$ cat src/rtl/mem_bus_arbiter_if.sv
// mem_bus_pkg / mem_bus_arbiter_if
//   Shared bus types and the bundled handshake signals between the I-cache,
//   the D-cache, the arbiter and memory.
//   slave  : arbiter view (requests and memory replies in, grants and returns out)
//   master : environment view (drives requests and memory replies)
package mem_bus_pkg;
  localparam int XLEN = 32;

  typedef enum logic [1:0] {
    BUS_NONE  = 2'd0,
    BUS_LOAD  = 2'd1,
    BUS_STORE = 2'd2
  } bus_command_t;

  typedef enum logic [1:0] {
    MEM_BYTE   = 2'd0,
    MEM_HALF   = 2'd1,
    MEM_WORD   = 2'd2,
    MEM_DOUBLE = 2'd3
  } mem_size_t;
endpackage

interface mem_bus_arbiter_if;
  import mem_bus_pkg::*;

  // I-cache request / replies
  logic [XLEN-1:0] ic2arb_addr;
  bus_command_t    ic2arb_command;
  mem_size_t       ic2arb_size;
  logic [3:0]      arb2ic_response;
  logic [XLEN-1:0] arb2ic_data;
  logic [3:0]      arb2ic_tag;

  // D-cache request / replies
  logic [XLEN-1:0] dc2arb_addr;
  logic [XLEN-1:0] dc2arb_data;
  bus_command_t    dc2arb_command;
  mem_size_t       dc2arb_size;
  logic [3:0]      arb2dc_response;
  logic [XLEN-1:0] arb2dc_data;
  logic [3:0]      arb2dc_tag;

  // memory side
  logic [XLEN-1:0] arb2mem_addr;
  logic [XLEN-1:0] arb2mem_data;
  bus_command_t    arb2mem_command;
  mem_size_t       arb2mem_size;
  logic [3:0]      mem2arb_response;
  logic [XLEN-1:0] mem2arb_data;
  logic [3:0]      mem2arb_tag;

  modport slave (
    input  ic2arb_addr, ic2arb_command, ic2arb_size,
    input  dc2arb_addr, dc2arb_data, dc2arb_command, dc2arb_size,
    input  mem2arb_response, mem2arb_data, mem2arb_tag,
    output arb2ic_response, arb2ic_data, arb2ic_tag,
    output arb2dc_response, arb2dc_data, arb2dc_tag,
    output arb2mem_addr, arb2mem_data, arb2mem_command, arb2mem_size
  );

  modport master (
    output ic2arb_addr, ic2arb_command, ic2arb_size,
    output dc2arb_addr, dc2arb_data, dc2arb_command, dc2arb_size,
    output mem2arb_response, mem2arb_data, mem2arb_tag,
    input  arb2ic_response, arb2ic_data, arb2ic_tag,
    input  arb2dc_response, arb2dc_data, arb2dc_tag,
    input  arb2mem_addr, arb2mem_data, arb2mem_command, arb2mem_size
  );
endinterface

$ cat src/rtl/mem_bus_arbiter.sv
// mem_bus_arbiter
//   Shares the single memory bus between the I-cache and the D-cache. One
//   command per cycle goes to memory; memory's accept tag is handed back to
//   the winner combinationally. Load tags are recorded with their owner so
//   returning data is steered to the right cache. D-cache has fixed priority;
//   a starvation counter hands the I-cache one grant after STARVE_LIMIT
//   consecutive contested D-cache wins.
// Ports:
//   clk, rst_n        clock, async active-low reset
//   bus (slave)       I/D-cache requests and replies, memory command/reply
//   outstanding_cnt   registered count of in-flight loads

// Per-requester slice: eligibility, response gating and return steering.
module mem_bus_arb_port
  import mem_bus_pkg::*;
#(
  parameter logic OWN_ID = 1'b0   // owner id stored in the tag table
) (
  input  bus_command_t    cmd,
  input  logic            full,
  input  logic            gnt,
  input  logic [3:0]      mem_rsp,
  input  logic            ret_hit,
  input  logic            ret_own,
  input  logic [3:0]      ret_tag,
  input  logic [XLEN-1:0] ret_data,
  output logic            elig,
  output logic [3:0]      rsp,
  output logic [3:0]      tag,
  output logic [XLEN-1:0] data
);
  logic mine;

  // loads wait while the tag table is full; stores always go
  assign elig = (cmd != BUS_NONE) && !((cmd == BUS_LOAD) && full);
  assign rsp  = gnt ? mem_rsp : 4'd0;
  assign mine = ret_hit && (ret_own == OWN_ID);
  assign tag  = mine ? ret_tag  : 4'd0;
  assign data = mine ? ret_data : '0;
endmodule

module mem_bus_arbiter
  import mem_bus_pkg::*;
#(
  parameter int unsigned STARVE_LIMIT    = 4,  // 1..15
  parameter int unsigned MAX_OUTSTANDING = 8   // 1..15
) (
  input  logic             clk,
  input  logic             rst_n,
  mem_bus_arbiter_if.slave bus,
  output logic [3:0]       outstanding_cnt
);
  localparam int NREQ = 2;
  localparam int RI   = 0;   // I-cache slot
  localparam int RD   = 1;   // D-cache slot
  localparam logic [3:0] STARVE_MAX = 4'(STARVE_LIMIT);
  localparam logic [3:0] OUT_MAX    = 4'(MAX_OUTSTANDING);

  bus_command_t              req_cmd [NREQ];
  logic [NREQ-1:0]           elig, gnt;
  logic [NREQ-1:0][3:0]      port_rsp, port_tag;
  logic [NREQ-1:0][XLEN-1:0] port_data;

  logic [3:0]   starve_cnt;
  logic [15:0]  tbl_vld;     // entry 0 never set: tag 0 means "no tag"
  logic [15:0]  tbl_own;     // 1 = D-cache, 0 = I-cache
  logic         full, accept, alloc, ret_hit, ret_own, ic_act;
  bus_command_t win_cmd;

  assign req_cmd[RI] = bus.ic2arb_command;
  assign req_cmd[RD] = bus.dc2arb_command;
  assign ic_act      = (bus.ic2arb_command != BUS_NONE);

  assign full    = (outstanding_cnt >= OUT_MAX);
  // reset also masks returns so nothing is steered while rst_n is low
  assign ret_hit = rst_n && (bus.mem2arb_tag != 4'd0) && tbl_vld[bus.mem2arb_tag];
  assign ret_own = tbl_own[bus.mem2arb_tag];

  generate
    for (genvar r = 0; r < NREQ; r++) begin : g_port
      mem_bus_arb_port #(.OWN_ID(1'(r))) u_port (
        .cmd      (req_cmd[r]),
        .full     (full),
        .gnt      (gnt[r]),
        .mem_rsp  (bus.mem2arb_response),
        .ret_hit  (ret_hit),
        .ret_own  (ret_own),
        .ret_tag  (bus.mem2arb_tag),
        .ret_data (bus.mem2arb_data),
        .elig     (elig[r]),
        .rsp      (port_rsp[r]),
        .tag      (port_tag[r]),
        .data     (port_data[r])
      );
    end
  endgenerate

  // D wins contention unless the I-cache has been starved long enough.
  assign gnt[RD] = rst_n && elig[RD] && (!elig[RI] || (starve_cnt != STARVE_MAX));
  assign gnt[RI] = rst_n && elig[RI] && !gnt[RD];
  assign accept  = (|gnt) && (bus.mem2arb_response != 4'd0);
  assign alloc   = accept && (win_cmd == BUS_LOAD);

  // memory-side mux; I-cache has no write data
  always_comb begin
    win_cmd          = BUS_NONE;
    bus.arb2mem_addr = '0;
    bus.arb2mem_data = '0;
    bus.arb2mem_size = MEM_BYTE;
    if (gnt[RD]) begin
      win_cmd          = bus.dc2arb_command;
      bus.arb2mem_addr = bus.dc2arb_addr;
      bus.arb2mem_data = bus.dc2arb_data;
      bus.arb2mem_size = bus.dc2arb_size;
    end else if (gnt[RI]) begin
      win_cmd          = bus.ic2arb_command;
      bus.arb2mem_addr = bus.ic2arb_addr;
      bus.arb2mem_size = bus.ic2arb_size;
    end
  end
  assign bus.arb2mem_command = win_cmd;

  assign bus.arb2ic_response = port_rsp[RI];
  assign bus.arb2ic_tag      = port_tag[RI];
  assign bus.arb2ic_data     = port_data[RI];
  assign bus.arb2dc_response = port_rsp[RD];
  assign bus.arb2dc_tag      = port_tag[RD];
  assign bus.arb2dc_data     = port_data[RD];

  // Starvation counter: only accepted grants move it, so memory back-pressure
  // never counts against the I-cache.
  always_ff @(posedge clk or negedge rst_n) begin
    if (!rst_n) begin
      starve_cnt <= 4'd0;
    end else if (accept) begin
      if (gnt[RI])
        starve_cnt <= 4'd0;
      else if (ic_act && (starve_cnt < STARVE_MAX))
        starve_cnt <= starve_cnt + 4'd1;
    end
  end

  // Tag table. Return clear is written first so a same-tag allocation in the
  // same cycle overrides it and re-owns the entry.
  always_ff @(posedge clk or negedge rst_n) begin
    if (!rst_n) begin
      tbl_vld         <= '0;
      tbl_own         <= '0;
      outstanding_cnt <= 4'd0;
    end else begin
      if (ret_hit)
        tbl_vld[bus.mem2arb_tag] <= 1'b0;
      if (alloc) begin
        tbl_vld[bus.mem2arb_response] <= 1'b1;
        tbl_own[bus.mem2arb_response] <= gnt[RD];
      end
      case ({alloc, ret_hit})
        2'b10:   outstanding_cnt <= outstanding_cnt + 4'd1;
        2'b01:   outstanding_cnt <= outstanding_cnt - 4'd1;
        default: outstanding_cnt <= outstanding_cnt;
      endcase
    end
  end
endmodule
$ cat src/flat_wrapper.sv
// flat-port wrapper written by rule: the top's interface ports become plain ports
module mem_bus_arbiter_flat import mem_bus_pkg::*;
#(
  parameter int unsigned STARVE_LIMIT    = 4,          
  parameter int unsigned MAX_OUTSTANDING = 8           
)
  (clk, rst_n, outstanding_cnt, bus_ic2arb_addr, bus_ic2arb_command, bus_ic2arb_size, bus_dc2arb_addr, bus_dc2arb_data, bus_dc2arb_command, bus_dc2arb_size, bus_mem2arb_response, bus_mem2arb_data, bus_mem2arb_tag, bus_arb2ic_response, bus_arb2ic_data, bus_arb2ic_tag, bus_arb2dc_response, bus_arb2dc_data, bus_arb2dc_tag, bus_arb2mem_addr, bus_arb2mem_data, bus_arb2mem_command, bus_arb2mem_size);
  mem_bus_arbiter_if bus_i ();
  input  logic clk;
  input  logic rst_n;
  output logic [3:0] outstanding_cnt;
  input wire logic [$bits(bus_i.ic2arb_addr)-1:0] bus_ic2arb_addr;
  input wire logic [$bits(bus_i.ic2arb_command)-1:0] bus_ic2arb_command;
  input wire logic [$bits(bus_i.ic2arb_size)-1:0] bus_ic2arb_size;
  input wire logic [$bits(bus_i.dc2arb_addr)-1:0] bus_dc2arb_addr;
  input wire logic [$bits(bus_i.dc2arb_data)-1:0] bus_dc2arb_data;
  input wire logic [$bits(bus_i.dc2arb_command)-1:0] bus_dc2arb_command;
  input wire logic [$bits(bus_i.dc2arb_size)-1:0] bus_dc2arb_size;
  input wire logic [$bits(bus_i.mem2arb_response)-1:0] bus_mem2arb_response;
  input wire logic [$bits(bus_i.mem2arb_data)-1:0] bus_mem2arb_data;
  input wire logic [$bits(bus_i.mem2arb_tag)-1:0] bus_mem2arb_tag;
  output wire logic [$bits(bus_i.arb2ic_response)-1:0] bus_arb2ic_response;
  output wire logic [$bits(bus_i.arb2ic_data)-1:0] bus_arb2ic_data;
  output wire logic [$bits(bus_i.arb2ic_tag)-1:0] bus_arb2ic_tag;
  output wire logic [$bits(bus_i.arb2dc_response)-1:0] bus_arb2dc_response;
  output wire logic [$bits(bus_i.arb2dc_data)-1:0] bus_arb2dc_data;
  output wire logic [$bits(bus_i.arb2dc_tag)-1:0] bus_arb2dc_tag;
  output wire logic [$bits(bus_i.arb2mem_addr)-1:0] bus_arb2mem_addr;
  output wire logic [$bits(bus_i.arb2mem_data)-1:0] bus_arb2mem_data;
  output wire logic [$bits(bus_i.arb2mem_command)-1:0] bus_arb2mem_command;
  output wire logic [$bits(bus_i.arb2mem_size)-1:0] bus_arb2mem_size;
  assign bus_i.ic2arb_addr = bus_ic2arb_addr;
  assign bus_i.ic2arb_command = bus_ic2arb_command;
  assign bus_i.ic2arb_size = bus_ic2arb_size;
  assign bus_i.dc2arb_addr = bus_dc2arb_addr;
  assign bus_i.dc2arb_data = bus_dc2arb_data;
  assign bus_i.dc2arb_command = bus_dc2arb_command;
  assign bus_i.dc2arb_size = bus_dc2arb_size;
  assign bus_i.mem2arb_response = bus_mem2arb_response;
  assign bus_i.mem2arb_data = bus_mem2arb_data;
  assign bus_i.mem2arb_tag = bus_mem2arb_tag;
  assign bus_arb2ic_response = bus_i.arb2ic_response;
  assign bus_arb2ic_data = bus_i.arb2ic_data;
  assign bus_arb2ic_tag = bus_i.arb2ic_tag;
  assign bus_arb2dc_response = bus_i.arb2dc_response;
  assign bus_arb2dc_data = bus_i.arb2dc_data;
  assign bus_arb2dc_tag = bus_i.arb2dc_tag;
  assign bus_arb2mem_addr = bus_i.arb2mem_addr;
  assign bus_arb2mem_data = bus_i.arb2mem_data;
  assign bus_arb2mem_command = bus_i.arb2mem_command;
  assign bus_arb2mem_size = bus_i.arb2mem_size;
  mem_bus_arbiter #(.STARVE_LIMIT(STARVE_LIMIT), .MAX_OUTSTANDING(MAX_OUTSTANDING)) u_core (.clk(clk), .rst_n(rst_n), .bus(bus_i), .outstanding_cnt(outstanding_cnt));
endmodule
$ cat config.mk
export PLATFORM = sky130hd
export DESIGN_NAME = mem_bus_arbiter_flat
export DESIGN_NICKNAME = d
export VERILOG_FILES = /design/src/rtl/mem_bus_arbiter_if.sv /design/src/rtl/mem_bus_arbiter.sv /design/src/flat_wrapper.sv
export SDC_FILE = /design/constraint.sdc
export NUM_CORES = 1
export LEC_CHECK = 0
export CORE_MARGIN = 10
export CORE_UTILIZATION = 38
export CTS_BUF_LIST = sky130_fd_sc_hd__clkbuf_16
export DETAILED_ROUTE_END_ITERATION = 8
export PLACE_DENSITY = 0.89
export SLEW_MARGIN = 10
export SYNTH_ARGS = -nofsm -noshare
export SYNTH_HDL_FRONTEND = slang
export SYNTH_SLANG_ARGS = --single-unit
$ cat constraint.sdc
create_clock -name clk -period 6 [get_ports clk]
set_clock_uncertainty 0.1 [all_clocks]
set_input_delay 0.6 -clock clk [delete_from_list [all_inputs] [get_ports clk]]
set_output_delay 0.6 -clock clk [all_outputs]
set_load 0.01 [all_outputs]
==> results.py, run 1 <==
metrics = {
    "placement": {
        "io_buffer_count": 297,
        "hpwlAfterDp_mm": 15.6,
        "place_worst_setup_slack_ns": 1.13,
        "place_area_sq_mm": 0.00688,
        "gp_routability_congestion": 0.904,
    },
    "run": {
        "max-cap-violations": 0,
    },
    "die": {
        "io-pin-count": 298,
        "num_rows": 37,
        "dieWidth_um": 122,
        "die_area_sq_mm": 0.0149,
        "core_area_sq_mm": 0.0102,
        "die_h_um": 122,
        "initial_core_utilization_pct": 38.6,
    },
    "logic_synthesis": {
        "synthDistinctLibCells": 53,
        "ys_ff_latch": 39,
        "synth_area_sq_mm": 0.00395,
        "yosys_warnings": 0,
        "synth_async_sr_flop_share_pct": 100,
        "avgSynthCellArea_sq_um": 9.01,
        "yosys_most_used_dff": "sky130_fd_sc_hd__dfrtp_1",
        "sequential_fraction_of_the_synthesis_area_pct": 24.7,
        "synthesis.nets": 590,
        "syn-instance-count": 439,
        "post_synth_edffs": 0,
    },
    "worst_setup_path": {
        "critPathCaptureType": "primary output",
        "cp_max_fo": 38,
        "r2r_slack_ns": 2.53,
        "rr_worst_depth": 13,
        "criticalPathCategory": "input pin to primary output",
        "start_kind": "input pin",
        "crit_required_ns": 5.30,
        "critical_path_arrival_ns": 4.19,
    },
    "timing": {
        "final-max-slew-violation-count": 0,
        "fmaxAchievable_mhz": 205,
        "finalHoldWorstSlack_ns": 0.159,
        "setup_repair_after_global_routing_missed_its_margin": "false",
        "setup_viol_count_final": 0,
        "min_period_ns": 4.89,
        "finalCritPeriodShare_pct": 81.4,
        "max_slew.worst_pin.slew_ns": 1.03,
        "slew_headroom_pct": 31.6,
        "tns_ns": 0,
        "finalHoldViolCount": 0,
        "worst_slack_ns": 1.11,
    },
    "final_layout": {
        "final_layout_size_suffix_gt1_share_pct": 11.1,
        "multiInputGateArea_sq_mm": 0.00258,
        "final_nets": 854,
        "mostFrequentLayoutCells": "296 x sky130_fd_sc_hd__clkdlybuf4s50_1, 44 x sky130_fd_sc_hd__and2_1, 40 x sky130_fd_sc_hd__a211oi_1",
        "design_area_sq_mm": 0.00706,
        "relative_area_change_from_synthesis_to_final_layout_pct": 78.5,
        "final_common_cell": "sky130_fd_sc_hd__clkdlybuf4s50_1",
        "fill_cells": 769,
        "ff_latch_area_sq_um": 976,
    },
    "power": {
        "switchingPower_uw": 510,
        "clock_power_share_pct": 20.6,
        "netSwitchingFraction_pct": 35.5,
        "total_leakage_power_uw": 0.00277,
        "report.power.total_uw": 1440,
        "power.internal_uw": 928,
        "share_seq_of_total_power_pct": 26.3,
        "peak_ir_drop_on_the_vdd_network_mv": 0.124,
        "cellPowerDensity_mw_per_mm2": 204,
        "pwr-share-comb_pct": 53.1,
    },
    "global_route": {
        "grt_max_degree": 72,
        "grt_pass1_vias": 4752,
        "track_usage_pct": 23.5,
        "antenna_found_initial": 2,
        "globalRouteOverflowTotal": 0,
        "grt_pass1_wl_mm": 27.6,
    },
    "route": {
        "avgRoutedWirePerCell_um": 22.3,
        "drcViolationCount": 0,
        "via_total_after_detailed_routing": 4574,
        "antenna_violating_nets_post_route": 0,
        "via_per_inst": 5.43,
        "detailedRoute.firstIterationViolations": 323,
        "first_pass_iters": 5,
        "detail_route.wirelength_mm": 18.8,
    },
    "clocking": {
        "source_to_sink_clock_delay_at_the_later_pin_of_the_worst_skew_pair_ns": 0.28,
        "cts_tree": "done",
        "clk_pin_slew_ns": 0.06,
        "max-clock-path-buffers": 2,
        "ctsRootBufferMaster": "sky130_fd_sc_hd__clkbuf_16",
        "cts.repair.resized": 0,
        "post-cts-setup-buffers": 0,
        "cts.hold.buffers_added": 0,
        "cts_num_sinks": 39,
        "numCtsBuffers": 5,
        "htreeDepth": 2,
    },
    "worst_hold_path": {
        "hp-class": "input pin to async pin",
    },
    "run_status": {
        "outcome": "finished clean",
    },
}
critical path, stage by stage:
cell and delay, ns:
sky130_fd_sc_hd__clkdlybuf4s50_1 1.07, sky130_fd_sc_hd__nand2b_1 0.28, sky130_fd_sc_hd__o22ai_1 0.09, sky130_fd_sc_hd__or3_2 0.82
sky130_fd_sc_hd__buf_4 0.42, sky130_fd_sc_hd__a211oi_1 0.29, sky130_fd_sc_hd__clkdlybuf4s50_1 0.60
layer usage:
| layer | share of wire, % | track usage [%] |
|---|---|---|
| met1 | 33 | 23.1 |
| met2 | 51 | 42.5 |
| met3 | 15 | 12.3 |
| met4 | 0.96 | 5.81 |
| met5 | 0 | 0 |
synth_stat cells, types with 3 or more instances:
library cell,number,area [sq um]
sky130_fd_sc_hd__mux2_1,9,101
sky130_fd_sc_hd__nand3_1,7,35.0
sky130_fd_sc_hd__nand2b_1,9,56.3
sky130_fd_sc_hd__o31ai_1,3,22.5
sky130_fd_sc_hd__nor2b_1,10,62.6
sky130_fd_sc_hd__nor3_1,5,25.0
sky130_fd_sc_hd__inv_1,36,135
sky130_fd_sc_hd__and2_1,44,275
sky130_fd_sc_hd__a211oi_2,30,375
sky130_fd_sc_hd__clkbuf_1,13,48.8
sky130_fd_sc_hd__buf_2,18,90.1
sky130_fd_sc_hd__ha_1,5,62.6
sky130_fd_sc_hd__buf_4,6,45.0
sky130_fd_sc_hd__nand3b_1,3,22.5
sky130_fd_sc_hd__nor2_1,5,18.8
sky130_fd_sc_hd__a21bo_2,4,40.0
sky130_fd_sc_hd__nor3b_1,3,22.5
sky130_fd_sc_hd__xor2_1,4,35.0
sky130_fd_sc_hd__nand2_1,18,67.6
sky130_fd_sc_hd__a21oi_1,3,15.0
sky130_fd_sc_hd__a211oi_1,40,300
sky130_fd_sc_hd__o21ai_0,16,80.1
sky130_fd_sc_hd__dfrtp_1,39,976
sky130_fd_sc_hd__mux2_2,11,124
sky130_fd_sc_hd__mux2i_1,5,50.1
sky130_fd_sc_hd__nand4_1,16,100
sky130_fd_sc_hd__buf_6,5,56.3
sky130_fd_sc_hd__mux4_2,6,135
sky130_fd_sc_hd__a22o_1,34,298
through the flow:
stage,instances,utilization (%)
floorplan,439,-
global placement,832,67.3
detailed placement,832,67.3
CTS,840,68.9
global route,842,69.0
finish,842,69.0
power by group through the flow:
stage / clock, uW / sequential (uW) / combinational (uW)
floorplan: 0 / 372 / 389
global placement: 0 / 374 / 742
detailed placement: 0 / 379 / 761
CTS: 302 / 377 / 767
global route: 316 / 385 / 825
finish: 297 / 378 / 763
registers in the layout, indices dropped and copies added (netlist names):
| name | cells |
|---|---|
| u_core.tbl_own | 16 |
| u_core.tbl_vld | 15 |
| u_core.outstanding_cnt | 4 |
| u_core.starve_cnt | 4 |
final cells by class:
cell class	count	area share, %
Timing Repair Buffer	303	42.7
Multi-Input combinational cell	317	36.6
Sequential cell	39	13.8
Tap cell	136	2.41
Inverter	37	1.97
Clock buffer	5	1.77
Clock inverter	3	0.621
Antenna cell	2	0.0709
kinds of logic (layout without fill, tap and decap cells):
group,Yosys count,count (layout),share of synthesized area [%]
AOI/OAI and AO/OA,143,143,31.5
and+or+nand+nor,130,130,19.2
buffers and inverters,83,348,10.0
DFF,39,39,24.7
muxes,34,34,11.9
adders and majority gates,5,5,1.58
xor gates and xnor gates,5,5,1.11
other,0,2,0
final timing paths:
check	from	end
hold / removal	rst_n	u_core.outstanding_cnt[1]
setup reg to reg	u_core.starve_cnt[0]	u_core.outstanding_cnt[2]
min in group clk	u_core.tbl_own[0]	u_core.tbl_own[0]
setup / recovery	bus_mem2arb_tag[0]	bus_arb2dc_data[3]
max in group asynchronous	rst_n	u_core.tbl_own[3]
hold reg to reg	u_core.tbl_own[0]	u_core.tbl_own[0]
Power figures use the tool's default switching activity.
==> run 2: changes to the inputs <==
- CORE_UTILIZATION: 38 -> 35
- PLACE_DENSITY: 0.89 -> 0.83
- clock period: 6 -> 4.7 ns (I/O delays scaled with it)
==> results.py, run 2 (synthesis results as in run 1) <==
metrics = {
    "timing": {
        "finalCritPeriodShare_pct": 89.3,
        "finalHoldViolCount": 0,
        "setup_viol_count_final": 0,
        "setup_repair_after_global_routing_missed_its_margin": "false",
        "max_slew.worst_pin.slew_ns": 0.767,
        "finalHoldWorstSlack_ns": 0.0156,
        "tns_ns": 0,
        "min_period_ns": 4.20,
        "fmaxAchievable_mhz": 238,
        "final-max-slew-violation-count": 0,
        "slew_headroom_pct": 47.8,
    },
    "clocking": {
        "cts.hold.buffers_added": 0,
        "cts_tree": "done",
        "source_to_sink_clock_delay_at_the_later_pin_of_the_worst_skew_pair_ns": 0.29,
        "htreeDepth": 2,
        "post-cts-setup-buffers": 0,
        "numCtsBuffers": 5,
        "cts_num_sinks": 39,
        "ctsRootBufferMaster": "sky130_fd_sc_hd__clkbuf_16",
        "max-clock-path-buffers": 2,
        "clk_pin_slew_ns": 0.06,
        "cts.repair.resized": 0,
    },
    "global_route": {
        "track_usage_pct": 21.8,
        "grt_max_degree": 72,
        "grt_pass1_wl_mm": 28.1,
        "antenna_found_initial": 4,
        "global_route_hottest_layer": "met2",
        "met3_usage_pct": 11.7,
        "globalRouteOverflowTotal": 0,
        "grt_pass1_vias": 4726,
        "groute.layer.met2.usage_pct": 38.4,
        "global_route.usage.met1_pct": 21.6,
    },
    "route": {
        "detail_route.wirelength_mm": 18.8,
        "via_total_after_detailed_routing": 4572,
        "via_per_inst": 5.35,
        "first_pass_iters": 4,
        "antenna_violating_nets_post_route": 0,
        "avgRoutedWirePerCell_um": 22.0,
        "detailedRoute.firstIterationViolations": 296,
        "drcViolationCount": 0,
    },
    "placement": {
        "gp_routability_congestion": 0.921,
        "io_buffer_count": 297,
        "dpl.cell_count": 842,
        "hpwlAfterDp_mm": 15.8,
    },
    "final_layout": {
        "final_common_cell": "sky130_fd_sc_hd__clkdlybuf4s50_1",
        "relative_area_change_from_synthesis_to_final_layout_pct": 79.5,
        "final_nets": 860,
        "final-instance-count-excl-fill": 854,
        "share_of_the_core_filled_with_cells_pct": 64.9,
        "largest_register": "u_core.tbl_own",
        "mostFrequentLayoutCells": "296 x sky130_fd_sc_hd__clkdlybuf4s50_1, 44 x sky130_fd_sc_hd__and2_1, 40 x sky130_fd_sc_hd__a211oi_1",
        "top_regs": "u_core.tbl_own x16, u_core.tbl_vld x15",
        "final_layout_size_suffix_gt1_share_pct": 11.7,
        "largest_register_ffs": 16,
    },
    "die": {
        "die_h_um": 126,
        "core_area_sq_mm": 0.0109,
        "num_rows": 38,
        "dieWidth_um": 126,
        "io-pin-count": 298,
        "initial_core_utilization_pct": 36.2,
        "die_area_sq_mm": 0.0159,
    },
    "run": {
        "max-cap-violations": 0,
    },
    "worst_setup_path": {
        "cp_max_fo": 36,
        "crit_required_ns": 4.13,
        "slowest_delay_ns": 0.83,
        "criticalPathCategory": "input pin to primary output",
        "path_cells": "clkdlybuf4s50_1, nand2b_1, o22ai_1, or3_2, buf_4, a211oi_1, clkdlybuf4s50_1",
        "start_kind": "input pin",
        "critical_path.top_delay_family": "buffers and inverters",
        "critical_path_buf_inv_count": 3,
        "critPathCaptureType": "primary output",
        "crit_path_top_delay_cell": "sky130_fd_sc_hd__clkdlybuf4s50_1",
        "critical_path_arrival_ns": 3.63,
        "worst_path_most_repeated_cell": "sky130_fd_sc_hd__clkdlybuf4s50_1",
    },
    "power": {
        "peak_ir_drop_on_the_vdd_network_mv": 0.151,
        "report.power.total_uw": 1790,
        "total_leakage_power_uw": 0.00279,
        "cellPowerDensity_mw_per_mm2": 252,
    },
    "run_status": {
        "outcome": "finished clean",
    },
    "worst_hold_path": {
        "hp-class": "input pin to async pin",
    },
}
run 2: changes by cell type in the layout (fill, tap and decap cells not counted):
cell / previous run / this run
sky130_fd_sc_hd__inv_1: 36 / 37
sky130_fd_sc_hd__bufinv_16: 1 / 0
sky130_fd_sc_hd__clkinv_4: 1 / 0
sky130_fd_sc_hd__diode_2: 2 / 4
sky130_fd_sc_hd__buf_4: 6 / 11
sky130_fd_sc_hd__buf_12: 0 / 1
sky130_fd_sc_hd__clkinvlp_4: 0 / 1
run 2: path summary, 6_finish.rpt:
path / depth (start not counted) / startpoint / slack, ns / to
setup / recovery: 7 / bus_mem2arb_tag[0] / 0.50 / bus_arb2dc_data[10]
hold / removal: 1 / rst_n / 0.02 / u_core.starve_cnt[2]
setup reg to reg: 14 / u_core.starve_cnt[0] / 1.67 / u_core.outstanding_cnt[2]
hold reg to reg: 0 / u_core.tbl_own[0] / 0.29 / u_core.tbl_own[0]
max in group asynchronous: 2 / rst_n / 3.72 / u_core.tbl_own[10]
min in group clk: 0 / u_core.tbl_own[0] / 0.29 / u_core.tbl_own[0]
run 2: where the power goes:
group          internal (uW)  switching [uW]  total (uW)
logic                    531             444         975
clock network            194             137         330
registers                414            72.4         486
run 2: area by class of cell:
| cell class | instances | area (sq um) |
|---|---|---|
| clock buffers | 5 | 125 |
| well taps | 140 | 175 |
| inverters | 37 | 139 |
| repair buffers | 309 | 3070 |
| multi-input cells | 317 | 2580 |
| clock inverters | 3 | 16.3 |
| flip-flops and latches | 39 | 976 |
| fillers | 904 | 3840 |
| diodes | 4 | 10.0 |
run 2: routing by layer:
metal / up-vias / share of wire (%)
met4: 0 / 1.3
met3: 14 / 13
met2: 229 / 50
li1: 2166 / -
met5: - / 0
met1: 2163 / 35
run 2: through the flow:
step	instance area [sq um]	worst slack [ns]
finish	7100	0.503
global route	7100	0.311
CTS	7090	0.503
detailed placement	6950	0.518
global placement	6950	0.604
floorplan	3950	1.74
run 2: worst reg2reg max path, stage by stage, from the launching register on:
cell                       delay [ns]
sky130_fd_sc_hd__dfrtp_1         0.41
sky130_fd_sc_hd__inv_1           0.08
sky130_fd_sc_hd__ha_1            0.17
sky130_fd_sc_hd__nand3b_1        0.14
sky130_fd_sc_hd__a221oi_2        0.28
sky130_fd_sc_hd__buf_4           0.23
sky130_fd_sc_hd__nand2_1         0.06
sky130_fd_sc_hd__or2_2           0.31
sky130_fd_sc_hd__ha_1            0.27
sky130_fd_sc_hd__xor2_1          0.16
sky130_fd_sc_hd__ha_1            0.19
sky130_fd_sc_hd__a21oi_1         0.16
sky130_fd_sc_hd__xor2_1          0.16
sky130_fd_sc_hd__nor2_1          0.06
sky130_fd_sc_hd__xor2_1          0.13
==> run 3: changes to the inputs <==
- CORE_UTILIZATION: 35 -> 33
- SYNTH_HIERARCHICAL: not set -> 1
==> results.py, run 3 <==
metrics = {
    "logic_synthesis": {
        "post_synth_edffs": 0,
        "synthesis.nets": 530,
        "yosys_most_used_dff": "sky130_fd_sc_hd__dfrtp_1",
        "netlist_top_cells_area": "sky130_fd_sc_hd__dfrtp_1 28%, sky130_fd_sc_hd__and2_1 9.1%, sky130_fd_sc_hd__a22o_1 8.5%",
        "synth_mux_area_share_pct": 11.4,
        "sequential_fraction_of_the_synthesis_area_pct": 27.7,
        "synth_top_family_by_area": "simple AND/OR/NAND/NOR gates",
        "simple_gate_share_of_the_synthesized_area_pct": 31.6,
        "synth_area_sq_mm": 0.00352,
        "synth-compound-area-share_pct": 20.2,
        "ys_ff_latch": 39,
        "avgSynthCellArea_sq_um": 9.28,
        "yosys_warnings": 6,
        "synthDistinctLibCells": 46,
        "netlist.top_cell.by_area": "sky130_fd_sc_hd__dfrtp_1",
        "post_synth_xor_area_fraction_pct": 1.25,
        "netlist.area_leader.share_pct": 27.7,
        "synth_async_sr_flop_share_pct": 100,
        "syn-instance-count": 379,
        "yosys.area_share.adder_pct": 1.78,
        "yosys-top-cells-count": "51 x sky130_fd_sc_hd__and2_1, 39 x sky130_fd_sc_hd__dfrtp_1, 34 x sky130_fd_sc_hd__a22o_1",
        "cell_with_the_most_instances_after_synthesis": "sky130_fd_sc_hd__and2_1",
    },
    "final_layout": {
        "relative_area_change_from_synthesis_to_final_layout_pct": 90.9,
        "final-instance-count-excl-fill": 796,
        "fill_cells": 821,
        "largest_register_ffs": 16,
        "largest_register": "u_core/tbl_own",
        "final_layout_size_suffix_gt1_share_pct": 13.4,
        "final_common_cell": "sky130_fd_sc_hd__clkdlybuf4s50_1",
        "top_regs": "u_core/tbl_own x16, u_core/tbl_vld x15",
        "final_nets": 810,
        "share_of_the_core_filled_with_cells_pct": 64.7,
        "mostFrequentLayoutCells": "296 x sky130_fd_sc_hd__clkdlybuf4s50_1, 51 x sky130_fd_sc_hd__and2_1, 39 x sky130_fd_sc_hd__dfrtp_1",
    },
    "timing": {
        "slew_headroom_pct": 52.8,
        "setup_viol_count_final": 0,
        "tns_ns": 0,
        "finalHoldViolCount": 0,
        "setup_repair_after_global_routing_missed_its_margin": "false",
        "fmaxAchievable_mhz": 230,
        "finalCritPeriodShare_pct": 92.4,
        "max_slew.worst_pin.slew_ns": 0.707,
        "final-max-slew-violation-count": 0,
        "min_period_ns": 4.34,
    },
    "clocking": {
        "source_to_sink_clock_delay_at_the_later_pin_of_the_worst_skew_pair_ns": 0.28,
        "clk_pin_slew_ns": 0.06,
        "numCtsBuffers": 5,
        "htreeDepth": 2,
        "cts.repair.resized": 0,
        "cts_num_sinks": 39,
        "ctsRootBufferMaster": "sky130_fd_sc_hd__clkbuf_16",
        "max-clock-path-buffers": 2,
        "cts.hold.buffers_added": 0,
        "post-cts-setup-buffers": 0,
        "cts_tree": "done",
    },
    "worst_setup_path": {
        "criticalPathCategory": "input pin to primary output",
        "rr_worst_depth": 12,
        "r2r_end": "u_core/outstanding_cnt[2]",
        "critPathCaptureType": "primary output",
        "startpoint": "bus_mem2arb_tag[2]",
        "critical_path_arrival_ns": 3.77,
        "r2r_slack_ns": 1.42,
        "critPathCapture": "bus_arb2ic_data[11]",
        "crit_required_ns": 4.13,
        "launching_point_of_the_worst_reg2reg_path": "u_core/tbl_vld[12]",
        "start_kind": "input pin",
        "cp_max_fo": 36,
    },
    "placement": {
        "hpwlAfterDp_mm": 14.9,
        "dpl.cell_count": 788,
        "io_buffer_count": 297,
        "gp_routability_congestion": 0.902,
    },
    "die": {
        "num_rows": 37,
        "die_area_sq_mm": 0.0152,
        "initial_core_utilization_pct": 33.9,
        "io-pin-count": 298,
        "die_h_um": 123,
        "core_area_sq_mm": 0.0104,
        "dieWidth_um": 123,
    },
    "route": {
        "antenna_violating_nets_post_route": 0,
        "drcViolationCount": 0,
        "detail_route.wirelength_mm": 17.5,
        "avgRoutedWirePerCell_um": 21.9,
        "detailedRoute.firstIterationViolations": 210,
        "via_total_after_detailed_routing": 4083,
        "via_per_inst": 5.13,
        "first_pass_iters": 6,
    },
    "power": {
        "switchingPower_uw": 628,
        "clock_power_share_pct": 17.5,
        "peak_ir_drop_on_the_vdd_network_mv": 0.160,
        "report.power.total_uw": 1820,
        "netSwitchingFraction_pct": 34.5,
        "share_seq_of_total_power_pct": 27.6,
        "pwr-share-comb_pct": 54.9,
        "power.internal_uw": 1190,
        "cellPowerDensity_mw_per_mm2": 271,
        "total_leakage_power_uw": 0.00281,
    },
    "run": {
        "max-cap-violations": 0,
    },
    "global_route": {
        "antenna_found_initial": 1,
        "globalRouteOverflowTotal": 0,
        "grt_pass1_wl_mm": 24.8,
        "grt_pass1_vias": 4318,
        "track_usage_pct": 21.0,
        "grt_max_degree": 47,
    },
    "run_status": {
        "outcome": "finished clean",
    },
    "worst_hold_path": {
        "hp-class": "input pin to async pin",
    },
}
run 3: layout make-up:
type	instances	area, sq um	area share, %
Timing Repair Buffer	307	3060	45.5
Multi-Input combinational cell	300	2350	35.0
Sequential cell	39	976	14.5
Tap cell	136	170	2.53
Clock buffer	5	125	1.86
Inverter	6	22.5	0.335
Clock inverter	2	13.8	0.205
Antenna cell	1	2.50	0.0373
run 3: power by group through the flow:
stage | combinational, uW | sequential (uW) | clock [uW]
after floorplan | 486 | 493 | 0
after global placement | 977 | 501 | 0
after detailed placement | 1000 | 508 | 0
after CTS | 1010 | 503 | 324
after global routing | 1090 | 517 | 340
final | 1000 | 504 | 319
run 3: through the flow:
stage	setup slack (ns)	hold slack (ns)	area, sq um
6_report	0.357	0.250	6710
5_1_grt	0.0515	0.288	6710
4_1_cts	0.338	0.270	6710
3_5_place_dp	0.343	0.264	6570
3_3_place_gp	0.479	0.262	6570
2_1_floorplan	1.33	0.0744	3520
run 3: worst min-delay path by stage:
| stage | end | slack [ns] | cells after the start |
|---|---|---|---|
| floorplan | u_core/outstanding_cnt[0] | 0.07 | 0 |
| global placement | u_core/tbl_own[0] | 0.26 | 0 |
| CTS | u_core/outstanding_cnt[2] | 0.27 | 2 |
| finish | u_core/outstanding_cnt[2] | 0.25 | 2 |
| detailed placement | u_core/tbl_own[0] | 0.26 | 0 |
| global route | u_core/outstanding_cnt[3] | 0.29 | 2 |
run 3: metal layers:
metal  share of wire, %  GRT usage [%]  vias to the layer above
li1                   -              -                     1926
met1                 31           18.9                     1902
met2                 53           41.0                      235
met3                 14           10.1                       20
met4                2.0           4.73                        0
met5                  0              0                        -
run 3: cell families (layout without fill, tap and decap cells):
family                   count (synthesis)  count (layout)
multiplexers                            28              28
AND/OR/NAND/NOR                        176             176
other                                    0               1
AO/OA/AOI/OAI                           86              86
XOR/XNOR                                 5               5
flip-flops                              39              39
buffers and inverters                   40             320
adder cells (fa/ha/maj)                  5               5
run 3: worst max-delay path, stage by stage:
cell                              delay, ns
sky130_fd_sc_hd__clkdlybuf4s50_1       0.78
sky130_fd_sc_hd__mux4_2                0.29
sky130_fd_sc_hd__or3b_2                0.11
sky130_fd_sc_hd__o311ai_0              0.14
sky130_fd_sc_hd__a21oi_2               0.57
sky130_fd_sc_hd__nor2b_4               0.61
sky130_fd_sc_hd__and2_2                0.24
sky130_fd_sc_hd__clkdlybuf4s50_1       0.55
